File: src/rtl/ctrl_unit_if.sv
`default_nettype none
// ============================================================================
// Module : ctrl_unit_if
// Brief  : Sequencer <-> ROM/datapath bundle; step exists only with CTRL_SINGLE_STEP_EN.
// Rev    : 1.0
// ============================================================================
interface ctrl_unit_if #(
  parameter int PC_W   = 8,
  parameter int REG_AW = 2
);
  logic [11:0]       instr;
  logic [PC_W-1:0]   pc;
  logic              zf;
  logic              cy;
  logic [2:0]        ALUCode;
  logic              r_sel;
  logic [7:0]        imm;
  logic [REG_AW-1:0] r_addr;
  logic              A_CE;
  logic              CY_CE;
  logic              cy_clr;
  logic              r_we;
  logic              halted;
`ifdef CTRL_SINGLE_STEP_EN
  logic              step;
`endif

  modport master (
`ifdef CTRL_SINGLE_STEP_EN
    input  step,
`endif
    input  instr, zf, cy,
    output pc, ALUCode, r_sel, imm, r_addr, A_CE, CY_CE, cy_clr, r_we, halted
  );

  modport slave (
`ifdef CTRL_SINGLE_STEP_EN
    output step,
`endif
    output instr, zf, cy,
    input  pc, ALUCode, r_sel, imm, r_addr, A_CE, CY_CE, cy_clr, r_we, halted
  );
endinterface
`default_nettype wire

File: src/rtl/ctrl_unit.sv
`default_nettype none
// ============================================================================
// Module : ctrl_unit
// Brief  : FETCH/DECODE/EXEC sequencer for the 8-bit accumulator core.
//          Define CTRL_SINGLE_STEP_EN to gate FETCH with bus.step.
// Rev    : 1.0
// ============================================================================
module ctrl_unit #(
  parameter int PC_W   = 8,
  parameter int REG_AW = 2
) (
  input  wire logic   clk,
  input  wire logic   rst,
  ctrl_unit_if.master bus
);

  localparam logic [3:0] OP_NOP  = 4'h0;
  localparam logic [3:0] OP_LDI  = 4'h1;
  localparam logic [3:0] OP_LD   = 4'h2;
  localparam logic [3:0] OP_ST   = 4'h3;
  localparam logic [3:0] OP_ADD  = 4'h4;
  localparam logic [3:0] OP_ADC  = 4'h5;
  localparam logic [3:0] OP_SUB  = 4'h6;
  localparam logic [3:0] OP_AND  = 4'h7;
  localparam logic [3:0] OP_OR   = 4'h8;
  localparam logic [3:0] OP_XOR  = 4'h9;
  localparam logic [3:0] OP_ADDI = 4'hA;
  localparam logic [3:0] OP_JMP  = 4'hB;
  localparam logic [3:0] OP_JZ   = 4'hC;
  localparam logic [3:0] OP_JC   = 4'hD;
  localparam logic [3:0] OP_CLC  = 4'hE;
  localparam logic [3:0] OP_HLT  = 4'hF;

  localparam int TGT_W = (PC_W < 8) ? PC_W : 8;

  typedef enum logic [1:0] {
    S_FETCH  = 2'd0,
    S_DECODE = 2'd1,
    S_EXEC   = 2'd2,
    S_HALT   = 2'd3
  } state_e;

  typedef struct packed {
    logic [2:0] alu;
    logic       rsel;
    logic       ace;
    logic       cyce;
    logic       clr;
    logic       we;
  } dec_t;

  function automatic dec_t decode(input logic [3:0] op);
    dec_t d;
    d = '0;
    case (op)
      OP_LDI:  begin d.rsel = 1'b1; d.ace = 1'b1; end
      OP_LD:   d.ace = 1'b1;
      OP_ST:   d.we  = 1'b1;
      OP_ADD:  begin d.alu = 3'd1; d.ace = 1'b1; d.cyce = 1'b1; end
      OP_ADC:  begin d.alu = 3'd2; d.ace = 1'b1; d.cyce = 1'b1; end
      OP_SUB:  begin d.alu = 3'd3; d.ace = 1'b1; d.cyce = 1'b1; end
      OP_AND:  begin d.alu = 3'd4; d.ace = 1'b1; end
      OP_OR:   begin d.alu = 3'd5; d.ace = 1'b1; end
      OP_XOR:  begin d.alu = 3'd6; d.ace = 1'b1; end
      OP_ADDI: begin d.alu = 3'd1; d.rsel = 1'b1; d.ace = 1'b1; d.cyce = 1'b1; end
      OP_CLC:  d.clr = 1'b1;
      default: d = '0;
    endcase
    return d;
  endfunction

  state_e            state_q;
  logic [PC_W-1:0]   pc_q;
  logic [11:0]       ir_q;
  logic [2:0]        alu_q;
  logic              rsel_q;
  logic [7:0]        imm_q;
  logic [REG_AW-1:0] raddr_q;
  logic              ace_q;
  logic              cyce_q;
  logic              clr_q;
  logic              we_q;
  logic              halted_q;

  dec_t              fetch_dec_d;
  dec_t              exec_dec_d;
  logic              take_jump_d;
  logic              fetch_go_d;
  logic [PC_W-1:0]   pc_inc_d;
  logic [PC_W-1:0]   jump_tgt_d;

  assign fetch_dec_d = decode(bus.instr[11:8]);
  assign exec_dec_d  = decode(ir_q[11:8]);
  assign pc_inc_d    = pc_q + PC_W'(1);
  assign jump_tgt_d  = PC_W'(ir_q[TGT_W-1:0]);

`ifdef CTRL_SINGLE_STEP_EN
  assign fetch_go_d = bus.step;
`else
  assign fetch_go_d = 1'b1;
`endif

  // Flags are only consumed on the EXEC edge, so sampling them here is safe.
  always_comb begin
    take_jump_d = 1'b0;
    case (ir_q[11:8])
      OP_JMP:  take_jump_d = 1'b1;
      OP_JZ:   take_jump_d = bus.zf;
      OP_JC:   take_jump_d = bus.cy;
      default: take_jump_d = 1'b0;
    endcase
  end

  always_ff @(posedge clk) begin
    if (rst) begin
      state_q  <= S_FETCH;
      pc_q     <= '0;
      ir_q     <= '0;
      alu_q    <= '0;
      rsel_q   <= 1'b0;
      imm_q    <= '0;
      raddr_q  <= '0;
      ace_q    <= 1'b0;
      cyce_q   <= 1'b0;
      clr_q    <= 1'b0;
      we_q     <= 1'b0;
      halted_q <= 1'b0;
    end else begin
      ace_q  <= 1'b0;
      cyce_q <= 1'b0;
      clr_q  <= 1'b0;
      we_q   <= 1'b0;
      case (state_q)
        S_FETCH: begin
          if (fetch_go_d) begin
            ir_q    <= bus.instr;
            alu_q   <= fetch_dec_d.alu;
            rsel_q  <= fetch_dec_d.rsel;
            imm_q   <= bus.instr[7:0];
            raddr_q <= bus.instr[REG_AW-1:0];
            state_q <= S_DECODE;
          end
        end
        S_DECODE: begin
          // Strobes are loaded here so they are high for exactly the EXEC cycle.
          ace_q   <= exec_dec_d.ace;
          cyce_q  <= exec_dec_d.cyce;
          clr_q   <= exec_dec_d.clr;
          we_q    <= exec_dec_d.we;
          state_q <= S_EXEC;
        end
        S_EXEC: begin
          alu_q   <= '0;
          rsel_q  <= 1'b0;
          imm_q   <= '0;
          raddr_q <= '0;
          pc_q    <= take_jump_d ? jump_tgt_d : pc_inc_d;
          if (ir_q[11:8] == OP_HLT) begin
            state_q  <= S_HALT;
            halted_q <= 1'b1;
          end else begin
            state_q <= S_FETCH;
          end
        end
        default: begin
          state_q <= S_HALT;
        end
      endcase
    end
  end

  // rst masks the strobes in the same cycle so a reset mid-EXEC commits nothing.
  assign bus.A_CE    = ace_q  & ~rst;
  assign bus.CY_CE   = cyce_q & ~rst;
  assign bus.cy_clr  = clr_q  & ~rst;
  assign bus.r_we    = we_q   & ~rst;
  assign bus.pc      = pc_q;
  assign bus.ALUCode = alu_q;
  assign bus.r_sel   = rsel_q;
  assign bus.imm     = imm_q;
  assign bus.r_addr  = raddr_q;
  assign bus.halted  = halted_q;

endmodule
`default_nettype wire

File: src/flat_wrapper.sv
// flat-port wrapper written by rule: the top's interface ports become plain ports
module ctrl_unit_flat 
#(
  parameter int PC_W   = 8,
  parameter int REG_AW = 2
)
  (clk, rst, bus_instr, bus_zf, bus_cy, bus_pc, bus_ALUCode, bus_r_sel, bus_imm, bus_r_addr, bus_A_CE, bus_CY_CE, bus_cy_clr, bus_r_we, bus_halted);
  ctrl_unit_if #(.PC_W(PC_W), .REG_AW(REG_AW)) bus_i ();
  input  wire logic clk;
  input  wire logic rst;
  input wire logic [$bits(bus_i.instr)-1:0] bus_instr;
  input wire logic [$bits(bus_i.zf)-1:0] bus_zf;
  input wire logic [$bits(bus_i.cy)-1:0] bus_cy;
  output wire logic [$bits(bus_i.pc)-1:0] bus_pc;
  output wire logic [$bits(bus_i.ALUCode)-1:0] bus_ALUCode;
  output wire logic [$bits(bus_i.r_sel)-1:0] bus_r_sel;
  output wire logic [$bits(bus_i.imm)-1:0] bus_imm;
  output wire logic [$bits(bus_i.r_addr)-1:0] bus_r_addr;
  output wire logic [$bits(bus_i.A_CE)-1:0] bus_A_CE;
  output wire logic [$bits(bus_i.CY_CE)-1:0] bus_CY_CE;
  output wire logic [$bits(bus_i.cy_clr)-1:0] bus_cy_clr;
  output wire logic [$bits(bus_i.r_we)-1:0] bus_r_we;
  output wire logic [$bits(bus_i.halted)-1:0] bus_halted;
  assign bus_i.instr = bus_instr;
  assign bus_i.zf = bus_zf;
  assign bus_i.cy = bus_cy;
  assign bus_pc = bus_i.pc;
  assign bus_ALUCode = bus_i.ALUCode;
  assign bus_r_sel = bus_i.r_sel;
  assign bus_imm = bus_i.imm;
  assign bus_r_addr = bus_i.r_addr;
  assign bus_A_CE = bus_i.A_CE;
  assign bus_CY_CE = bus_i.CY_CE;
  assign bus_cy_clr = bus_i.cy_clr;
  assign bus_r_we = bus_i.r_we;
  assign bus_halted = bus_i.halted;
  ctrl_unit #(.PC_W(PC_W), .REG_AW(REG_AW)) u_core (.clk(clk), .rst(rst), .bus(bus_i));
endmodule
File: config.mk
export PLATFORM = sky130hd
export DESIGN_NAME = ctrl_unit_flat
export DESIGN_NICKNAME = d
export VERILOG_FILES = /design/src/rtl/ctrl_unit_if.sv /design/src/rtl/ctrl_unit.sv /design/src/flat_wrapper.sv
export SDC_FILE = /design/constraint.sdc
export NUM_CORES = 1
export LEC_CHECK = 0
export BUFFER_PORTS_ARGS = -buffer_cell sky130_fd_sc_hd__buf_2
export CELL_PAD_IN_SITES_DETAIL_PLACEMENT = 0
export CELL_PAD_IN_SITES_GLOBAL_PLACEMENT = 2
export CORE_UTILIZATION = 30
export CTS_BUF_LIST = sky130_fd_sc_hd__clkbuf_2
export DETAILED_ROUTE_END_ITERATION = 10
export GPL_ROUTABILITY_DRIVEN = 0
export PLACE_DENSITY_LB_ADDON = 0.1
export SYNTH_ARGS = -nofsm -noshare
export SYNTH_HDL_FRONTEND = slang
export SYNTH_SLANG_ARGS = --single-unit
File: constraint.sdc
create_clock -name clk -period 1.96 [get_ports clk]
set_input_delay 0.098 -clock clk [delete_from_list [all_inputs] [get_ports clk]]
set_output_delay 0.098 -clock clk [all_outputs]
set_load 0.1 [all_outputs]
* Word-level counts from Yosys, hierarchy flattened
Index checks and enable logic that the tools add are counted.
** Cells by class
- Add/sub/neg operators :: 1
- Eq/ne operators :: 25
- Multiplexer cells :: 14
- Bitwise logic cells :: 6
- Reductions and logical operators :: 8
** Operators by type and width (number)
- $eq 4x4->1 const B :: 11
- $eq 4x3->1 const B :: 8
- $pmux 3 s6 :: 1
- $pmux 8 s2 :: 1
- $reduce_or 9->1 :: 1
- $add 8x1->8 const B :: 1
- $eq 4x1->1 const B :: 2
- $eq 4x2->1 const B :: 2
- $mux 8 :: 1
- $pmux 2 s3 :: 1
- $pmux 3 s2 :: 1
- $reduce_or 2->1 :: 3
- $mux 1 :: 5
- $and 1x1->1 :: 4
- $pmux 2 s2 :: 1
- $reduce_or 4->1 :: 1
- $pmux 1 s3 :: 1
- $eq 2x1->1 const B :: 1
- $eq 2x2->1 const B :: 1
- $logic_not 2->1 :: 1
- $mux 2 :: 1
- $not 1->1 :: 2
- $pmux 1 s2 :: 1
- $reduce_and 2->1 :: 1
- $reduce_bool 2->1 :: 1
** Word-level totals
- Register bits :: 41
- Bits of input ports :: 16
- Output and inout port bits :: 27

* Longest topological paths before layout
Gate-level depths: netlist (run 1).
- Depth after elaboration :: 4
- Mapped depth :: 6
- Depth with buffers taken out :: 5

* Worst setup path before layout (run 1)
No wires, ideal clock.
- Path type :: register to register
- Start :: register u_core.pc_q[0], in the netlist u_core.bus.pc[0]
- End :: register u_core.pc_q[7], in the netlist u_core.bus.pc[7]
- Setup time :: 75 ps
- Arrival :: 2224 ps
- Required time :: 1885 ps
- Slack :: -339 ps
- Stages on the path, launching flop included :: 5
- Path buffers :: 0
- Path through :: dfxtp_1 -> nand3_1 -> or3_1 -> or4_1 -> a31oi_1
** Between the ends
- Word-level cells in the longest chain between the ends :: 2
** RTL lines
- from (decl) :: RTL line ctrl_unit.sv:73 : logic [PC_W-1:0] pc_q;
- from (signal assigned) :: RTL line ctrl_unit.sv:157 : pc_q <= take_jump_d ? jump_tgt_d : pc_inc_d;
- $add 8x1->8 :: RTL line ctrl_unit.sv:94 : assign pc_inc_d = pc_q + PC_W'(1);
- $mux 8 :: RTL line ctrl_unit.sv:157
No other way between the ends.
A chain may end at the register's enable or synchronous reset.

* Worst setup path after layout (run 1)
- Start :: register u_core.ir_q[9]
- End :: register u_core.pc_q[7], in the netlist u_core.bus.pc[7]
** Between the ends
- Word-level cells in the longest chain between the ends :: 3
- Elaborated cells between the ends (all ways) :: 5
- Classes of those cells :: 3 x eq/ne; 2 x mux
** RTL lines
- from (decl) :: RTL line ctrl_unit.sv:74 : logic [11:0] ir_q;
- from (signal assigned) :: RTL line ctrl_unit.sv:136 : ir_q <= bus.instr;
- $eq 4x4->1 :: RTL line ctrl_unit.sv:106 : case (ir_q[11:8])
- $pmux 1 s3 (*) :: RTL line ctrl_unit.sv:106
- $mux 8 (*) :: RTL line ctrl_unit.sv:157
Every way passes the cells marked *; elsewhere a longest branch is shown, timed or not.

==> flow_summary.json, run 1 <==
{
  "htree_levels": 2,
  "ys_seq_elements": 39,
  "overflow": 0,
  "crit_family": "simple AND/OR/NAND/NOR gates",
  "power.density_nw_per_um2": 794,
  "final_cell_area_um2": 2130,
  "cp_slowest_cell": "or4_1",
  "die_x_um": 76.7,
  "cts_max_path_buffers": 2,
  "cts_tree": "yes",
  "seqPwrFrac_pct": 52.5,
  "row_count": 26,
  "dpl-instance-area_um2": 1970,
  "stdcell_count": 337,
  "die_area_um2": 5890,
  "setup_viol": 0,
  "vias": 1598,
  "synth-edff-count": 0,
  "ys.flop_type": "dfxtp_1",
  "critPathMaxStageDelay_ns": 0.52,
  "leakage_uw": 0.000875,
  "cap_violations": 0,
  "worstSetupEndpointType": "register",
  "finClkSkew_ns": 0.0192,
  "grt_usage_pct": 15.1,
  "die_h_um": 76.7,
  "insertion_delay_ns": 0.39,
  "async_flop_share_pct": 0,
  "startpoint_type": "register",
  "initial_core_util_pct": 32.0,
  "hold_viol": 0,
  "worstPathArrival_ns": 2.09,
  "wire_per_inst_um": 12.5,
  "grt_pass1_wl_mm": 7.10,
  "hold_ws_ns": 0.152,
  "hold_path.class": "input port to register",
  "ios": 43,
  "postCtsSetupBuffers": 0,
  "yosys_warnings": 0,
  "crit_fanout": 9,
  "outcome": "finished, final reports clean",
  "syn_area_per_cell_um2": 7.87,
  "cts_resized": 0,
  "hpwl_mm": 2.90,
  "n_antenna_cell": 0,
  "grt_max_degree": 30,
  "critical_path_class": "register to register",
  "path_cells": "and4b_1, o31a_1, or4_1, a31oi_1",
  "via_per_inst": 4.74,
  "slew_headroom_pct": 64.7,
  "dp_cells": 317,
  "core_um2": 5240,
  "drt_pass1_iterations": 4,
  "fillCellCount": 577,
  "wl_mm": 4.22,
  "drc": 0,
  "switchingPower_uw": 641,
  "p_int_uw": 1050,
  "ys_seq_area_share_pct": 46.6,
  "syn_inst": 213,
  "drt_iter0_drc": 81,
  "clk_pin_slew_ns": 0.20,
  "fin_crit_sh_pct": 90.3,
  "drv_slew": 0,
  "holdBufCountCts": 12,
  "numPortBuffers": 42,
  "grt_setup_unrepaired": "no",
  "syn-cell-area_um2": 1680,
  "root_buffer": "clkbuf_2",
  "grt_pass1_vias": 1503,
  "reg2reg_setup_slack_ns": 0.19,
  "cp.required_ns": 2.28,
  "switching_share_pct": 37.9,
  "nNetsFinal": 283,
  "cts_buffers": 5,
  "ir_drop_mv": 0.390,
  "path_buf_inv": 0,
  "fin_crit_ns": 1.77,
  "ant_nets": 0,
  "maxClockFrequency_mhz": 565,
  "p_clk_share_pct": 20.3,
  "antenna_found_initial": 0,
  "comb_power_share_pct": 27.2,
  "syn2layout_area_growth_pct": 27.2,
  "finalSetupTns_ns": 0,
  "cts.sinks": 39,
  "tightest_slew_ns": 0.530,
  "yosysUniqueCellTypes": 34,
  "syn_nets": 230,
  "drive_gt1_share_pct": 24.7
}
[Yosys cell counts (2+ instances only)]
cell / number / area, µm²
or3_1: 2 / 12.5
buf_4: 3 / 22.5
nand2_1: 47 / 176
nor2_1: 13 / 48.8
nor4_1: 5 / 31.3
a22oi_1: 2 / 15.0
o21ai_1: 6 / 30.0
nor3b_1: 4 / 30.0
o21a_1: 2 / 15.0
nor3_1: 6 / 30.0
a21oi_1: 27 / 135
and2_1: 2 / 12.5
dfxtp_1: 39 / 781
nand2b_1: 5 / 31.3
nand3_1: 8 / 40.0
nor2b_1: 7 / 43.8
a31oi_1: 6 / 37.5
clkbuf_1: 13 / 48.8
[flip-flops by register name (all words and copies together) (netlist names)]
signal              flops
u_core.clr_q            1
u_core.cyce_q           1
u_core.we_q             1
u_core.bus.r_sel        1
u_core.bus.ALUCode      3
u_core.bus.imm          7
u_core.bus.halted       1
u_core.state_q          2
u_core.ace_q            1
u_core.bus.pc           8
u_core.bus.r_addr       1
u_core.ir_q            12
[layout make-up]
type                            count  area (µm²)  share of cell area, %
Inverter                            1        3.75                  0.176
Tap cell                           70        87.6                   4.11
Clock buffer                        6        30.0                   1.41
Clock inverter                      2        7.51                  0.352
Multi-Input combinational cell    156         815                   38.2
Timing Repair Buffer               63         398                   18.7
Sequential cell                    39         790                   37.1
[kinds of logic (layout without fill, tap and decap cells)]
logic type                 count (synthesis)  in the layout  share of synthesized area, %
DFF                                       39             39                          46.6
buffers and inverters                     18             72                          4.78
xor gates and xnor gates                   1              1                         0.523
and+or+nand+nor                          105            105                          30.2
AOI/OAI and AO/OA                         49             49                          17.1
adders and majority gates                  1              1                         0.747
[stage by stage]
stage          utilization (%)  power [µW]  worst slack [ns]
2_1_floorplan                -        1250            0.0429
3_3_place_gp              37.7        1350             0.253
3_5_place_dp              37.7        1350             0.223
4_1_cts                   40.7        1720             0.185
5_1_grt                   40.7        1800            0.0848
6_report                  40.7        1690             0.189
[routing by layer]
layer / part of all wire (%) / global-route usage (%) / wire length (µm) / vias up
met4: 2.0 / 5.77 / 85 / 0
met2: 41 / 22.7 / 1740 / 48
met1: 52 / 20.4 / 2190 / 701
met5: 0 / 0 / 0 / -
li1: - / - / - / 840
met3: 5.0 / 4.17 / 210 / 9
[path summary, 6_finish.rpt]
check | cells past startpoint | start | to
setup / recovery | 4 | u_core.ir_q[9]$_SDFFE_PP0P_ | u_core.bus.pc[7]$_SDFFE_PP0P_
hold / removal | 2 | rst | u_core.state_q[1]$_SDFF_PP0_
setup reg to reg | 4 | u_core.ir_q[9]$_SDFFE_PP0P_ | u_core.bus.pc[7]$_SDFFE_PP0P_
hold reg to reg | 2 | u_core.bus.imm[3]$_SDFFE_PP0P_ | u_core.bus.imm[3]$_SDFFE_PP0P_
[power by group through the flow]
stage                     clock [µW]  sequential (µW)  combinational [µW]
final                            344              888                 460
after global routing             406              898                 493
after global placement             0              905                 446
after floorplan                    0             1060                 192
after CTS                        367              888                 462
after detailed placement           0              904                 444
[layout by cell type (no fill, tap or decap), types with 2 or more instances in the layout]
cell           synthesis  layout
dfxtp_1               39      32
a22oi_1                2       2
nor3b_1                4       4
clkbuf_2               0       6
nor2_1                13      13
buf_2                  1      42
a21oi_1               27      27
nand3_1                8       8
or3_1                  2       2
buf_4                  3       9
dfxtp_2                0       7
nor4_1                 5       5
nor3_1                 6       6
nor2b_1                7       7
nand2_1               47      47
o21ai_1                6       6
and2_1                 2       2
clkinv_1               0       2
nand2b_1               5       5
dlygate4sd3_1          0      12
o21a_1                 2       2
a31oi_1                6       6
(Power assumes the default switching activity.)
==> inputs of run 2 (changes only) <==
==> constraint.sdc (replaced) <==
create_clock -name clk -period 1.96 [get_ports clk]
set_input_delay 0.098 -clock clk [delete_from_list [all_inputs] [get_ports clk]]
set_output_delay 0.098 -clock clk [all_outputs]
set_load 0.05 [all_outputs]
==> flow_summary.json, run 2 (synthesized netlist as in run 1, its figures left out) <==
{
  "wl_met2_mm": 1.74,
  "fillCellCount": 583,
  "dpl-instance-area_um2": 1950,
  "leakage_uw": 0.000858,
  "met3_length_um": 136,
  "routed.top_layer": "met4",
  "root_buffer": "clkbuf_2",
  "tightest_slew_ns": 0.975,
  "cap_violations": 0,
  "fin_crit_ns": 1.79,
  "finalSetupTns_ns": 0,
  "numPortBuffers": 42,
  "vias": 1566,
  "finClkSkew_ns": 0.00994,
  "grt_pass1_wl_mm": 6.96,
  "ir_drop_mv": 0.331,
  "syn2layout_area_growth_pct": 25.9,
  "largest-register": "u_core.ir_q",
  "fin_crit_sh_pct": 91.4,
  "postCtsSetupBuffers": 0,
  "critical_path_class": "register to register",
  "layout_setup_ws_ns": 0.169,
  "crit_fanout": 9,
  "final_cell_mix": "nand2_1 (47), buf_2 (42), dfxtp_1 (39)",
  "grt_usage_pct": 14.9,
  "die_area_um2": 5890,
  "cts_buffers": 5,
  "cts_tree": "yes",
  "maxClockFrequency_mhz": 558,
  "htree_levels": 2,
  "wire_per_inst_um": 12.3,
  "row_count": 26,
  "cts.sinks": 39,
  "final_common_cell": "nand2_1",
  "die_h_um": 76.7,
  "cts_resized": 0,
  "wl_mm": 4.12,
  "worstPathArrival_ns": 2.12,
  "drt_iter0_drc": 68,
  "clk_pin_slew_ns": 0.20,
  "hold_viol": 0,
  "worstSetupEndpointType": "register",
  "slew_headroom_pct": 34.7,
  "grt_max_degree": 29,
  "power.density_nw_per_um2": 746,
  "ant_nets": 0,
  "core_um2": 5240,
  "drc": 0,
  "drt_pass1_iterations": 4,
  "initial_core_util_pct": 32.0,
  "die_x_um": 76.7,
  "outcome": "finished, final reports clean",
  "overflow": 0,
  "setup_viol": 0,
  "n_antenna_cell": 0,
  "ios": 43,
  "drive_gt1_share_pct": 21.5,
  "wl_met1_mm": 2.19,
  "startpoint_type": "register",
  "insertion_delay_ns": 0.39,
  "hold_ws_ns": 0.161,
  "largest_reg_flops": 12,
  "grt_setup_unrepaired": "no",
  "cp.required_ns": 2.28,
  "dp_slack_ns": 0.210,
  "grt_pass1_vias": 1465,
  "holdBufCountCts": 12,
  "antenna_found_initial": 0,
  "nNetsFinal": 281,
  "drv_slew": 0,
  "hpwl_mm": 2.83,
  "via_per_inst": 4.67,
  "hold_path.class": "input port to register",
  "cts_max_path_buffers": 2,
  "final_cell_area_um2": 2110
}
[run 2: power breakdown]
group / total [µW] / internal, µW / switching [µW]
combinational: 343 / 113 / 230
sequential: 888 / 845 / 43.1
clock: 342 / 79.5 / 263
[run 2: worst paths after layout]
kind,end,slack (ns),cells after the start,startpoint
min reg2reg,u_core.bus.imm[6]$_SDFFE_PP0P_,0.46,2,u_core.bus.imm[6]$_SDFFE_PP0P_
min,u_core.state_q[1]$_SDFF_PP0_,0.16,2,rst
max reg2reg,u_core.bus.pc[7]$_SDFFE_PP0P_,0.17,4,u_core.ir_q[9]$_SDFFE_PP0P_
max,u_core.bus.pc[7]$_SDFFE_PP0P_,0.17,4,u_core.ir_q[9]$_SDFFE_PP0P_
[run 2: final cells by class]
cell class | instances | area (µm²) | share of cell area [%]
Clock inverter | 3 | 15.0 | 0.712
Multi-Input combinational cell | 156 | 815 | 38.6
Tap cell | 70 | 87.6 | 4.15
Clock buffer | 5 | 25.0 | 1.19
Sequential cell | 39 | 781 | 37.0
Timing Repair Buffer | 61 | 383 | 18.1
Inverter | 1 | 3.75 | 0.178
[run 2: through the flow]
stage | total power (µW) | instances | utilization (%)
after floorplan | 1150 | 213 | -
after global placement | 1230 | 315 | 37.2
after detailed placement | 1230 | 315 | 37.2
after CTS | 1600 | 335 | 40.3
after global routing | 1670 | 335 | 40.3
final | 1570 | 335 | 40.3
[run 2: worst max-delay path, cell delays in order, from the launching register on]
cell and delay (ns):
dfxtp_1 0.50, and4b_1 0.26, o31a_1 0.30, or4_1 0.51, a31oi_1 0.16
[run 2: metal layers]
metal  up-vias  GRT usage [%]
li1        842              -
met5         -              0
met4         0           5.19
met3         7           3.69
met2        31           22.9
met1       686           20.3
==> inputs of run 3 (changes only) <==
==> constraint.sdc (replaced) <==
create_clock -name clk -period 1.79 [get_ports clk]
set_input_delay 0.0895 -clock clk [delete_from_list [all_inputs] [get_ports clk]]
set_output_delay 0.0895 -clock clk [all_outputs]
set_load 0.05 [all_outputs]
==> flow_summary.json, run 3 (synthesized netlist as in run 1, its figures left out) <==
{
  "cp.required_ns": 2.12,
  "path_buf_inv": 0,
  "crit_family": "simple AND/OR/NAND/NOR gates",
  "slew_headroom_pct": 43.6,
  "fin_crit_sh_pct": 94.4,
  "syn2layout_area_growth_pct": 30.7,
  "fin_crit_ns": 1.69,
  "vias": 1559,
  "stdcell_count": 335,
  "finalSetupTns_ns": 0,
  "wire_per_inst_um": 12.4,
  "maxClockFrequency_mhz": 592,
  "worstPathArrival_ns": 2.02,
  "tightest_slew_ns": 0.843,
  "setup_viol": 0,
  "row_count": 26,
  "die_h_um": 76.7,
  "cp_slowest_cell": "or4_1",
  "cts_max_path_buffers": 2,
  "hold_viol": 0,
  "comb_power_share_pct": 18.5,
  "reg2reg_setup_slack_ns": 0.1,
  "p_clk_share_pct": 33.5,
  "hold_path.class": "input port to register",
  "ant_nets": 0,
  "switching_share_pct": 29.5,
  "p_int_uw": 1440,
  "drv_slew": 0,
  "dpl-instance-area_um2": 1960,
  "crit_fanout": 8,
  "largest-register": "u_core.ir_q",
  "numPortBuffers": 42,
  "seqPwrFrac_pct": 48.0,
  "core_um2": 5240,
  "insertion_delay_ns": 0.39,
  "path_cells": "and3b_1, o31a_1, or4_1, a31oi_1",
  "cts_buffers": 5,
  "final_cell_area_um2": 2190,
  "cts.sinks": 39,
  "grt_pass1_vias": 1431,
  "hpwl_mm": 2.87,
  "grt_usage_pct": 15.0,
  "critical_path_class": "register to register",
  "ios": 43,
  "grt_pass1_wl_mm": 7.07,
  "finClkSkew_ns": 0.0143,
  "postCtsSetupBuffers": 0,
  "startpoint_type": "register",
  "switchingPower_uw": 601,
  "antenna_found_initial": 0,
  "grt_max_degree": 25,
  "worstSetupEndpointType": "register",
  "die_x_um": 76.7,
  "drt_pass1_iterations": 4,
  "drc": 0,
  "leakage_uw": 0.000893,
  "ir_drop_mv": 0.358,
  "drt_iter0_drc": 62,
  "n_antenna_cell": 0,
  "hold_ws_ns": 0.0942,
  "final_cell_mix": "nand2_1 (47), buf_2 (42), dfxtp_1 (31)",
  "drive_gt1_share_pct": 26.0,
  "initial_core_util_pct": 32.0,
  "largest_reg_flops": 12,
  "root_buffer": "clkbuf_2",
  "critPathMaxStageDelay_ns": 0.51,
  "clk_pin_slew_ns": 0.21,
  "outcome": "finished, final reports clean",
  "nNetsFinal": 281,
  "dp_cells": 315,
  "cts_tree": "yes",
  "cap_violations": 0,
  "wl_mm": 4.16,
  "power.density_nw_per_um2": 931,
  "die_area_um2": 5890,
  "htree_levels": 2,
  "via_per_inst": 4.65,
  "overflow": 0,
  "final_common_cell": "nand2_1"
}
-- run 3: power groups by stage --
stage / clock, µW / combinational [µW] / sequential (µW)
floorplan: 0 / 191 / 1060
global placement: 0 / 362 / 992
detailed placement: 0 / 358 / 992
CTS: 708 / 379 / 976
global route: 748 / 414 / 990
finish: 682 / 378 / 978
-- run 3: worst register-to-register path: cells and delay by family (launching register included) --
kind	cells	cell delay (ns)
flip-flops	1	0.40
AND/OR/NAND/NOR	2	0.74
AO/OA/AOI/OAI	2	0.50
-- run 3: layout make-up --
class	count	area, µm²
repair buffers	61	383
well taps	70	87.6
multi-input cells	156	835
flip-flops and latches	39	791
clock buffers	6	30.0
fillers	574	3050
clock inverters	2	60.1
inverters	1	3.75
-- run 3: worst paths after layout --
kind / startpoint / end / depth (start not counted)
worst max-delay path: u_core.ir_q[8]$_SDFFE_PP0P_ / u_core.bus.pc[7]$_SDFFE_PP0P_ / 4
worst min-delay path: rst / u_core.bus.halted$_SDFFE_PP0P_ / 2
worst max register to register: u_core.ir_q[8]$_SDFFE_PP0P_ / u_core.bus.pc[7]$_SDFFE_PP0P_ / 4
worst min register to register: u_core.bus.imm[6]$_SDFFE_PP0P_ / u_core.bus.imm[6]$_SDFFE_PP0P_ / 2
-- run 3: metrics by stage --
stage               utilization (%)  power (µW)  worst slack, ns
floorplan                         -        1260           0.0992
global placement               37.3        1350            0.168
detailed placement             37.3        1350            0.143
CTS                            41.4        2060           0.0956
global route                   41.8        2150         -0.00954
finish                         41.8        2040           0.0996
-- run 3: timing repair --
item / in CTS / in global routing
gates resized for setup: 0 / 6
setup endpoints to repair: 0 / 6
hold buffers: 12 / 0
endpoints found under the hold margin: 20 / 0
-- run 3: metal layers --
| metal | global-route usage [%] | share of wire (%) | up-vias |
|---|---|---|---|
| li1 | - | - | 839 |
| met1 | 21.7 | 53 | 675 |
| met2 | 21.3 | 41 | 37 |
| met3 | 3.69 | 4.1 | 8 |
| met4 | 5.19 | 1.5 | 0 |
| met5 | 0 | 0 | - |
